$ cat src/rtl/lsu_align_if.sv
// lsu_align_if: pipeline request, RAM port and load response bundle for lsu_align.
interface lsu_align_if #(parameter int AWIDTH = 10);
    logic              req_valid;
    logic              req_ready;
    logic              req_we;
    logic [2:0]        req_funct3;
    logic [31:0]       req_addr;
    logic [31:0]       req_wdata;
    logic              mem_en;
    logic [AWIDTH-1:0] mem_addr;
    logic [3:0]        mem_wbe;
    logic [31:0]       mem_d;
    logic [31:0]       mem_q;
    logic              rsp_valid;
    logic [31:0]       rsp_rdata;
    logic              rsp_err;

    modport master (
        output req_valid, req_we, req_funct3, req_addr, req_wdata, mem_q,
        input  req_ready, mem_en, mem_addr, mem_wbe, mem_d, rsp_valid, rsp_rdata, rsp_err
    );
    modport slave (
        input  req_valid, req_we, req_funct3, req_addr, req_wdata, mem_q,
        output req_ready, mem_en, mem_addr, mem_wbe, mem_d, rsp_valid, rsp_rdata, rsp_err
    );
endinterface

$ cat src/rtl/lsu_align.sv
// lsu_align: load/store lane alignment for a byte-enable RAM port; define LSU_MISALIGN_EN to split misaligned accesses into two word beats.
module lsu_align #(parameter int AWIDTH = 10) (
    input logic       CLK,
    input logic       RST,
    lsu_align_if.slave bus
);
    typedef enum logic [1:0] {IDLE, SPLIT, MERGE} state_t;
    state_t            state;
    logic [1:0]        off, off_r;
    logic [2:0]        f3_r;
    logic [3:0]        mask, wbe2_r;
    logic [7:0]        wbe_full;
    logic [63:0]       d_full;
    logic [AWIDTH-1:0] waddr, addr2_r;
    logic [31:0]       d2_r, low_q, rdata_r, sh, ext;
    logic              illegal, mis, bad, split, fire, err_r, rsp_valid_r, split_ld_r;
    logic              unused_addr;

    assign off         = bus.req_addr[1:0];
    assign waddr       = bus.req_addr[AWIDTH+1:2];
    assign unused_addr = ^bus.req_addr[31:AWIDTH+2];
    assign illegal     = (bus.req_funct3[1:0] == 2'b11) || (bus.req_funct3[2] && (bus.req_we || bus.req_funct3[1]));
    assign mis         = bus.req_funct3[1] ? (off != 2'd0) : (bus.req_funct3[0] && off == 2'd3);
`ifdef LSU_MISALIGN_EN
    assign bad   = illegal;
    assign split = mis && !illegal;
`else
    assign bad   = illegal || mis;
    assign split = 1'b0;
`endif
    assign fire     = bus.req_valid && bus.req_ready;
    assign mask     = bus.req_funct3[1] ? 4'hf : bus.req_funct3[0] ? 4'h3 : 4'h1;
    // Low halves are beat 1 (or the whole aligned access), high halves spill into beat 2.
    assign wbe_full = {4'b0, mask} << off;
    assign d_full   = {32'b0, bus.req_wdata} << {off, 3'b000};

    assign bus.req_ready = !RST && state == IDLE;
    assign bus.mem_en    = !RST && (state == SPLIT || fire);
    assign bus.mem_addr  = state == SPLIT ? addr2_r : waddr;
    assign bus.mem_wbe   = RST ? 4'b0 : state == SPLIT ? wbe2_r : (fire && bus.req_we && !bad) ? wbe_full[3:0] : 4'b0;
    assign bus.mem_d     = state == SPLIT ? d2_r : d_full[31:0];

    assign sh  = 32'((state == MERGE ? {bus.mem_q, low_q} : {32'b0, bus.mem_q}) >> {off_r, 3'b000});
    assign ext = f3_r[1] ? sh : f3_r[0] ? {{16{!f3_r[2] && sh[15]}}, sh[15:0]} : {{24{!f3_r[2] && sh[7]}}, sh[7:0]};
    // Read data arrives the cycle after mem_en, so the response is formed combinationally and held afterwards.
    assign bus.rsp_valid = rsp_valid_r;
    assign bus.rsp_rdata = !rsp_valid_r ? rdata_r : err_r ? 32'b0 : ext;
    assign bus.rsp_err   = err_r;

    always_ff @(posedge CLK) begin
        if (RST) begin
            state       <= IDLE;
            rsp_valid_r <= 1'b0;
            err_r       <= 1'b0;
            rdata_r     <= 32'b0;
        end else begin
            rsp_valid_r <= 1'b0;
            err_r       <= 1'b0;
            if (rsp_valid_r) rdata_r <= bus.rsp_rdata;
            case (state)
                IDLE: if (fire) begin
                    off_r       <= off;
                    f3_r        <= bus.req_funct3;
                    err_r       <= bad;
                    rsp_valid_r <= !bus.req_we && !split;
                    split_ld_r  <= !bus.req_we;
                    addr2_r     <= waddr + AWIDTH'(1);
                    wbe2_r      <= bus.req_we ? wbe_full[7:4] : 4'b0;
                    d2_r        <= d_full[63:32];
                    if (split) state <= SPLIT;
                end
                SPLIT: begin
                    low_q       <= bus.mem_q;
                    rsp_valid_r <= split_ld_r;
                    state       <= split_ld_r ? MERGE : IDLE;
                end
                default: state <= IDLE;
            endcase
        end
    end
endmodule

$ cat src/flat_wrapper.sv
// flat-port wrapper written by rule: the top's interface ports become plain ports
module lsu_align_flat 
#(parameter int AWIDTH = 10)
  (CLK, RST, bus_req_valid, bus_req_we, bus_req_funct3, bus_req_addr, bus_req_wdata, bus_mem_q, bus_req_ready, bus_mem_en, bus_mem_addr, bus_mem_wbe, bus_mem_d, bus_rsp_valid, bus_rsp_rdata, bus_rsp_err);
  lsu_align_if #(.AWIDTH(AWIDTH)) bus_i ();
  input logic CLK;
  input logic RST;
  input wire logic [$bits(bus_i.req_valid)-1:0] bus_req_valid;
  input wire logic [$bits(bus_i.req_we)-1:0] bus_req_we;
  input wire logic [$bits(bus_i.req_funct3)-1:0] bus_req_funct3;
  input wire logic [$bits(bus_i.req_addr)-1:0] bus_req_addr;
  input wire logic [$bits(bus_i.req_wdata)-1:0] bus_req_wdata;
  input wire logic [$bits(bus_i.mem_q)-1:0] bus_mem_q;
  output wire logic [$bits(bus_i.req_ready)-1:0] bus_req_ready;
  output wire logic [$bits(bus_i.mem_en)-1:0] bus_mem_en;
  output wire logic [$bits(bus_i.mem_addr)-1:0] bus_mem_addr;
  output wire logic [$bits(bus_i.mem_wbe)-1:0] bus_mem_wbe;
  output wire logic [$bits(bus_i.mem_d)-1:0] bus_mem_d;
  output wire logic [$bits(bus_i.rsp_valid)-1:0] bus_rsp_valid;
  output wire logic [$bits(bus_i.rsp_rdata)-1:0] bus_rsp_rdata;
  output wire logic [$bits(bus_i.rsp_err)-1:0] bus_rsp_err;
  assign bus_i.req_valid = bus_req_valid;
  assign bus_i.req_we = bus_req_we;
  assign bus_i.req_funct3 = bus_req_funct3;
  assign bus_i.req_addr = bus_req_addr;
  assign bus_i.req_wdata = bus_req_wdata;
  assign bus_i.mem_q = bus_mem_q;
  assign bus_req_ready = bus_i.req_ready;
  assign bus_mem_en = bus_i.mem_en;
  assign bus_mem_addr = bus_i.mem_addr;
  assign bus_mem_wbe = bus_i.mem_wbe;
  assign bus_mem_d = bus_i.mem_d;
  assign bus_rsp_valid = bus_i.rsp_valid;
  assign bus_rsp_rdata = bus_i.rsp_rdata;
  assign bus_rsp_err = bus_i.rsp_err;
  lsu_align #(.AWIDTH(AWIDTH)) u_core (.CLK(CLK), .RST(RST), .bus(bus_i));
endmodule
$ cat config.mk
export PLATFORM = sky130hd
export DESIGN_NAME = lsu_align_flat
export DESIGN_NICKNAME = d
export VERILOG_FILES = /design/src/rtl/lsu_align_if.sv /design/src/rtl/lsu_align.sv /design/src/flat_wrapper.sv
export SDC_FILE = /design/constraint.sdc
export NUM_CORES = 1
export LEC_CHECK = 0
export ABC_AREA = 1
export CORE_MARGIN = 2
export CORE_UTILIZATION = 41
export DETAILED_ROUTE_END_ITERATION = 8
export GPL_ROUTABILITY_DRIVEN = 1
export GPL_TIMING_DRIVEN = 0
export PLACE_DENSITY_LB_ADDON = 0.12
export SETUP_SLACK_MARGIN = 0.4
export SLEW_MARGIN = 20
export SYNTH_ARGS = -nofsm -noshare
export SYNTH_HDL_FRONTEND = slang
export SYNTH_SLANG_ARGS = --single-unit
$ cat constraint.sdc
create_clock -name CLK -period 4.2 [get_ports CLK]
set_input_delay 0.42 -clock CLK [delete_from_list [all_inputs] [get_ports CLK]]
set_output_delay 0.42 -clock CLK [all_outputs]
set_load 0.02 [all_outputs]
==> reports/qor.yml, run 1 <==
outcome:
  status: "completed"
power_and_ir_drop:
  clkPwrFrac_pct: 26.7
  power.share.combinational_pct: 39.3
  p_per_area_nw_per_um2: 242
  leakage_nw: 2.26
  power_w: 0.00117
  switchingPower_w: 0.000386
  netSwitchingFraction_pct: 33.1
  vdd_drop_max_mv: 0.126
  seq_power_share_pct: 34.0
  p_int_w: 0.000780
critical_path:
  path_buf_inv: 4
  critPathSlowestCell: "clkdlybuf4s50_1"
  crit_arrival_ps: 2670
  critical_path.cell_chain: "clkdlybuf4s50_1 > buf_2 > inv_1 > a21oi_1 > nor3_1 > nand3_1 > nor3_1 > clkdlybuf4s50_1"
  cp_max_fo: 9
  slowest_delay_ps: 650
  crit_path_start_kind: "input pin"
  worstPathRequired_ps: 3780
  end_kind: "output pin"
  criticalPathCategory: "input pin to output pin"
  cpLargestDelayFamily: "buffers and inverters"
route:
  ant_nets: 0
  wl_per_cell_microns: 13.3
  route.detailed.drc: 0
  vias_per_cell: 4.94
  first_pass_iters: 5
  totalWireLength_microns: 10200
  vias: 3792
  drtIter0Drc: 156
placement:
  place_hpwl_microns: 8190
  port_buffers: 153
  gp_congestion: 0.902
  pre_cts_slack_ps: 1140
min_path:
  hold_path_class: "flop to flop"
clocking:
  clk_pin_slew_ps: 80
  cts_buffers: 5
  cts.sink_count: 39
  clockRootBuffer: "clkbuf_8"
  cts_hold_buf: 0
  cts_resized: 0
  h-tree-depth: 2
  clk_latency_ps: 300
  cts_tree: "done"
  clk_path_buf_depth: 2
  cts_setup_buffers: 0
synth:
  synth_cell_types: 30
  syn_area_sq_um: 3060
  yosys_warnings: 0
  synthArstFlopShare_pct: 0
  ys_seq_area_share_pct: 27.2
  ys_ff_latch: 39
  syn_nets: 611
  synth_cells: 508
  synth_edf_count: 5
  synth_ff_type: "dfxtp_1"
  synth_area_per_cell_sq_um: 6.01
layout:
  drive_gt1_share_pct: 11.7
  layout_common_cells: "nand2_1 (153), clkdlybuf4s50_1 (153), nor2_1 (59)"
  fillerInstances: 711
  antenna_cells: 0
  nNetsFinal: 771
  syn2layout_area_growth_pct: 57.7
run:
  maxCapViolations: 0
grt:
  grt_start_max_net_pins: 13
  met3_usage_pct: 7.10
  grt_pass1_wl_microns: 16900
  grt_overflow_total: 0
  grt_usage_pct: 25.0
  grt_pass1_vias: 3815
  antenna_found_initial: 0
  grt_use_met2_pct: 46.3
  top_usage_layer: "met2"
  grt_use_met1_pct: 27.1
die:
  die_width_microns: 90.3
  dieArea_sq_um: 8160
  start_util_pct: 42.1
  pin_count: 185
  rows: 31
  die_y_microns: 90.3
  coreArea_sq_um: 7250
timing:
  fin_ws_ps: 1110
  fmax_mhz: 324
  hold_viol_final: 0
  rsz0062_at_grt: "no"
  layout_worst_path_cycle_share_pct: 73.5
  setup_viol: 0
  period_minus_slack_ps: 3090
  worstMarginPinSlew_ps: 687
  relSlewSlack_pct: 54.2
  finalMaxSlewViolations: 0
  skew_ps: 4.02
  tns_ps: 0
[area by class of cell]
class	instances	area, sq um	area share, %
plain buffers	44	272	5.63
clock buffers	5	68.8	1.43
clock inverters	3	38.8	0.805
inverters	55	209	4.34
multi-input cells	370	1740	36.2
flip-flops and latches	39	831	17.2
well taps	99	124	2.57
repair buffers	153	1530	31.8
[tightest hold or removal path: cells and delay by family (launching register included)]
family	cells	cell delay [ps]
AND/OR/NAND/NOR	1	70
flip-flops	1	300
AO/OA/AOI/OAI	1	60
[cells in the mapped netlist, types with 5 or more instances]
library cell,number,share of area [%]
nand2_1,153,19
nor2_1,59,7.2
inv_1,51,6.3
a21oi_1,40,6.6
dfxtp_1,34,22
nor2_2,30,6.1
o21ai_0,24,3.9
nand3_1,17,2.8
clkbuf_1,15,1.8
buf_4,14,3.4
a22oi_1,10,2.5
buf_2,10,1.6
mux2i_1,7,2.3
o21ai_1,6,0.98
edfxtp_1,5,4.9
[sequential cells by signal (all words and copies together) (netlist names)]
name                  count
u_core.bus.rsp_err        1
u_core.bus.rsp_valid      1
u_core.f3_r               3
u_core.off_r              2
u_core.rdata_r           32
[cell families after synthesis]
kind of cell	after synthesis	share of synthesized area, %
simple gates	272	38.3
buf+inv	99	15.7
flops	39	27.2
compound gates	91	16.5
mux	7	2.29
[metal layers]
layer | part of all wire (%) | wire, microns
met3 | 8.9 | 910
met4 | 2.7 | 270
met5 | 0 | 0
met2 | 50 | 5070
met1 | 39 | 3930
[power groups by stage]
stage,registers [W],logic (W),clock network [W]
after floorplan,0.000405,0.000245,0
after global placement,0.000404,0.000451,0
after detailed placement,0.000405,0.000455,0
after CTS,0.000396,0.000459,0.000314
after global routing,0.000398,0.000497,0.000333
final,0.000396,0.000458,0.000312
[worst paths after layout]
path / start / to / slack, ps / depth (start not counted)
worst max-delay path: bus_req_addr[1] / bus_mem_wbe[0] / 1110 / 8
worst min-delay path: u_core.rdata_r[13]$_SDFFE_PP0P_ / u_core.rdata_r[13]$_SDFFE_PP0P_ / 480 / 2
worst max register to register: u_core.off_r[0]$_DFFE_PP_ / u_core.rdata_r[19]$_SDFFE_PP0P_ / 2550 / 9
worst min register to register: u_core.rdata_r[13]$_SDFFE_PP0P_ / u_core.rdata_r[13]$_SDFFE_PP0P_ / 480 / 2
[stage by stage]
| stage | utilization, % | std cells | hold WS (ps) | cell area, sq um |
|---|---|---|---|---|
| floorplan | - | 508 | 451 | 3060 |
| global placement | 64.9 | 760 | 460 | 4710 |
| detailed placement | 64.9 | 760 | 463 | 4710 |
| CTS | 66.4 | 768 | 475 | 4820 |
| global route | 66.4 | 768 | 497 | 4820 |
| finish | 66.4 | 768 | 475 | 4820 |
Note: power is estimated with default switching activity, not from simulation.
==> run 2: changes to the inputs <==
- CORE_UTILIZATION: 41 -> 38
- clock period: 4.2 -> 2.9 ns (I/O delays scaled with it)
==> run 2 against run 1 <==
Against the previous run:
- final cell count increased by 0.39%
- power is 47% higher
- clock power grew 61%
- first-iteration DRC count up 41%
- design area up 0.36%
- critical path type unchanged
==> reports/qor.yml, run 2 (synthesis gave the netlist of run 1 again) <==
outcome:
  status: "completed"
critical_path:
  cpLargestDelayFamily: "buffers and inverters"
  end_kind: "output pin"
  critPathSlowestCell: "clkdlybuf4s50_1"
  ff2ff_setup_slack_ps: 1370
  crit_path_start_kind: "input pin"
  worstPathRequired_ps: 2610
  critical_path.cell_chain: "clkdlybuf4s50_1 > buf_2 > buf_4 > mux2i_1 > nor2_1 > clkdlybuf4s50_1"
  path_buf_inv: 4
  criticalPathCategory: "input pin to output pin"
  slowest_delay_ps: 550
  cp_max_fo: 10
  cp_common_cell: "clkdlybuf4s50_1"
  crit_arrival_ps: 2140
route:
  vias: 3810
  wl_met2_microns: 4940
  ant_nets: 0
  route.detailed.drc: 0
  met3_length_microns: 662
  drtIter0Drc: 220
  highest_layer: "met4"
  wl_per_cell_microns: 13.6
  totalWireLength_microns: 10500
  vias_per_cell: 4.94
  met1_length_microns: 4790
  first_pass_iters: 5
timing:
  tns_ps: 0
  layout_worst_path_cycle_share_pct: 83.9
  fmax_mhz: 411
  setup_viol: 0
  fin_ws_ps: 466
  relSlewSlack_pct: 53.1
  worstMarginPinSlew_ps: 704
  rsz0062_at_grt: "yes"
  finalMaxSlewViolations: 0
  skew_ps: 12.7
  period_minus_slack_ps: 2430
  hold_viol_final: 0
grt:
  grt_pass1_vias: 3441
  grt_pass1_wl_microns: 16100
  grt_start_max_net_pins: 13
  grt_overflow_total: 0
  antenna_found_initial: 0
  grt_usage_pct: 23.0
clocking:
  clockRootBuffer: "clkbuf_8"
  cts.sink_count: 39
  cts_buffers: 5
  cts_tree: "done"
  clk_pin_slew_ps: 80
  h-tree-depth: 2
  cts_hold_buf: 0
  clk_path_buf_depth: 2
  cts_setup_buffers: 0
  clk_latency_ps: 290
power_and_ir_drop:
  vdd_drop_max_mv: 0.356
  leakage_nw: 2.55
  p_per_area_nw_per_um2: 356
die:
  dieArea_sq_um: 8770
  die_width_microns: 93.7
  pin_count: 185
  coreArea_sq_um: 7770
  rows: 32
  die_y_microns: 93.7
  start_util_pct: 39.3
layout:
  drive_gt1_share_pct: 13.2
  final_common_cell: "nand2_1"
  antenna_cells: 0
  reg_top3: "u_core.rdata_r (32), u_core.f3_r (3), u_core.off_r (2)"
  layout_common_cells: "nand2_1 (153), clkdlybuf4s50_1 (102), nor2_1 (58)"
  syn2layout_area_growth_pct: 58.3
  seq_area_sq_um: 831
  top_register: "u_core.rdata_r"
  largest_reg_flops: 32
  nNetsFinal: 771
  fillerInstances: 741
  multi_input_area_sq_um: 1760
placement:
  port_buffers: 153
  place_hpwl_microns: 8410
  gp_congestion: 0.961
  pre_cts_slack_ps: 179
run:
  maxCapViolations: 0
min_path:
  hold_path_class: "input pin to flop"
[run 2: cell count changes in the layout (fill, tap and decap cells not counted), sizes merged, moves of 2 or more]
| cell | previous run | this run |
|---|---|---|
| clkbuf | 20 | 23 |
| clkdlybuf4s50 | 153 | 102 |
| clkinv | 2 | 0 |
| dlymetal6s2s | 0 | 10 |
| dlygate4sd2 | 0 | 38 |
[run 2: cell type report]
type | instances | share of cell area [%]
multi-input combinational | 370 | 36.3
timing repair buffer | 153 | 31.0
sequential | 39 | 17.2
buffer | 44 | 5.85
inverter | 55 | 4.40
tap | 102 | 2.64
clock buffer | 7 | 2.02
clock inverter | 1 | 0.621
[run 2: final timing paths]
| check | cells past startpoint | end | from |
|---|---|---|---|
| min | 2 | u_core.rdata_r[0]$_SDFFE_PP0P_ | RST |
| max reg2reg | 10 | u_core.rdata_r[24]$_SDFFE_PP0P_ | u_core.off_r[0]$_DFFE_PP_ |
| min reg2reg | 2 | u_core.rdata_r[10]$_SDFFE_PP0P_ | u_core.rdata_r[10]$_SDFFE_PP0P_ |
| max | 6 | bus_mem_d[9] | bus_req_addr[0] |
[run 2: metal layers]
| layer | track usage [%] | up-vias |
|---|---|---|
| met4 | 4.71 | 0 |
| met5 | 0 | - |
| met3 | 4.57 | 9 |
| met2 | 37.9 | 143 |
| met1 | 31.2 | 1742 |
| li1 | - | 1916 |
[run 2: repair_timing]
action                                  in CTS  in global routing
resized for setup                           51                 20
pin swaps                                    0                  1
endpoints found under the setup margin      51                 17
[run 2: report_power, final]
part | internal, W | leakage, nW | switching, W
logic | 0.000286 | 2.17 | 0.000358
clock network | 0.000309 | 0.0636 | 0.000192
registers | 0.000567 | 0.323 | 0.00000633
total | 0.00116 | 2.55 | 0.000557
[run 2: worst register-to-register path, stage by stage (launching register included)]
cell and delay, ps:
edfxtp_1 380, buf_6 150, inv_4 70, buf_6 140
buf_6 140, nand2_1 100, o21ai_0 170, nand2_1 80
nor2_2 130, nor2_2 50, nor2_2 60
[run 2: stage by stage]
stage / std cells / instance area [sq um] / power [W] / hold WS (ps) / utilization, %
final: 771 / 4840 / 0.00172 / 359 / 62.3
after CTS: 771 / 4810 / 0.00173 / 361 / 61.9
after global routing: 771 / 4840 / 0.00181 / 369 / 62.3
after detailed placement: 763 / 4710 / 0.00125 / 463 / 60.7
after floorplan: 508 / 3060 / 0.000942 / 362 / -
after global placement: 763 / 4710 / 0.00125 / 460 / 60.7
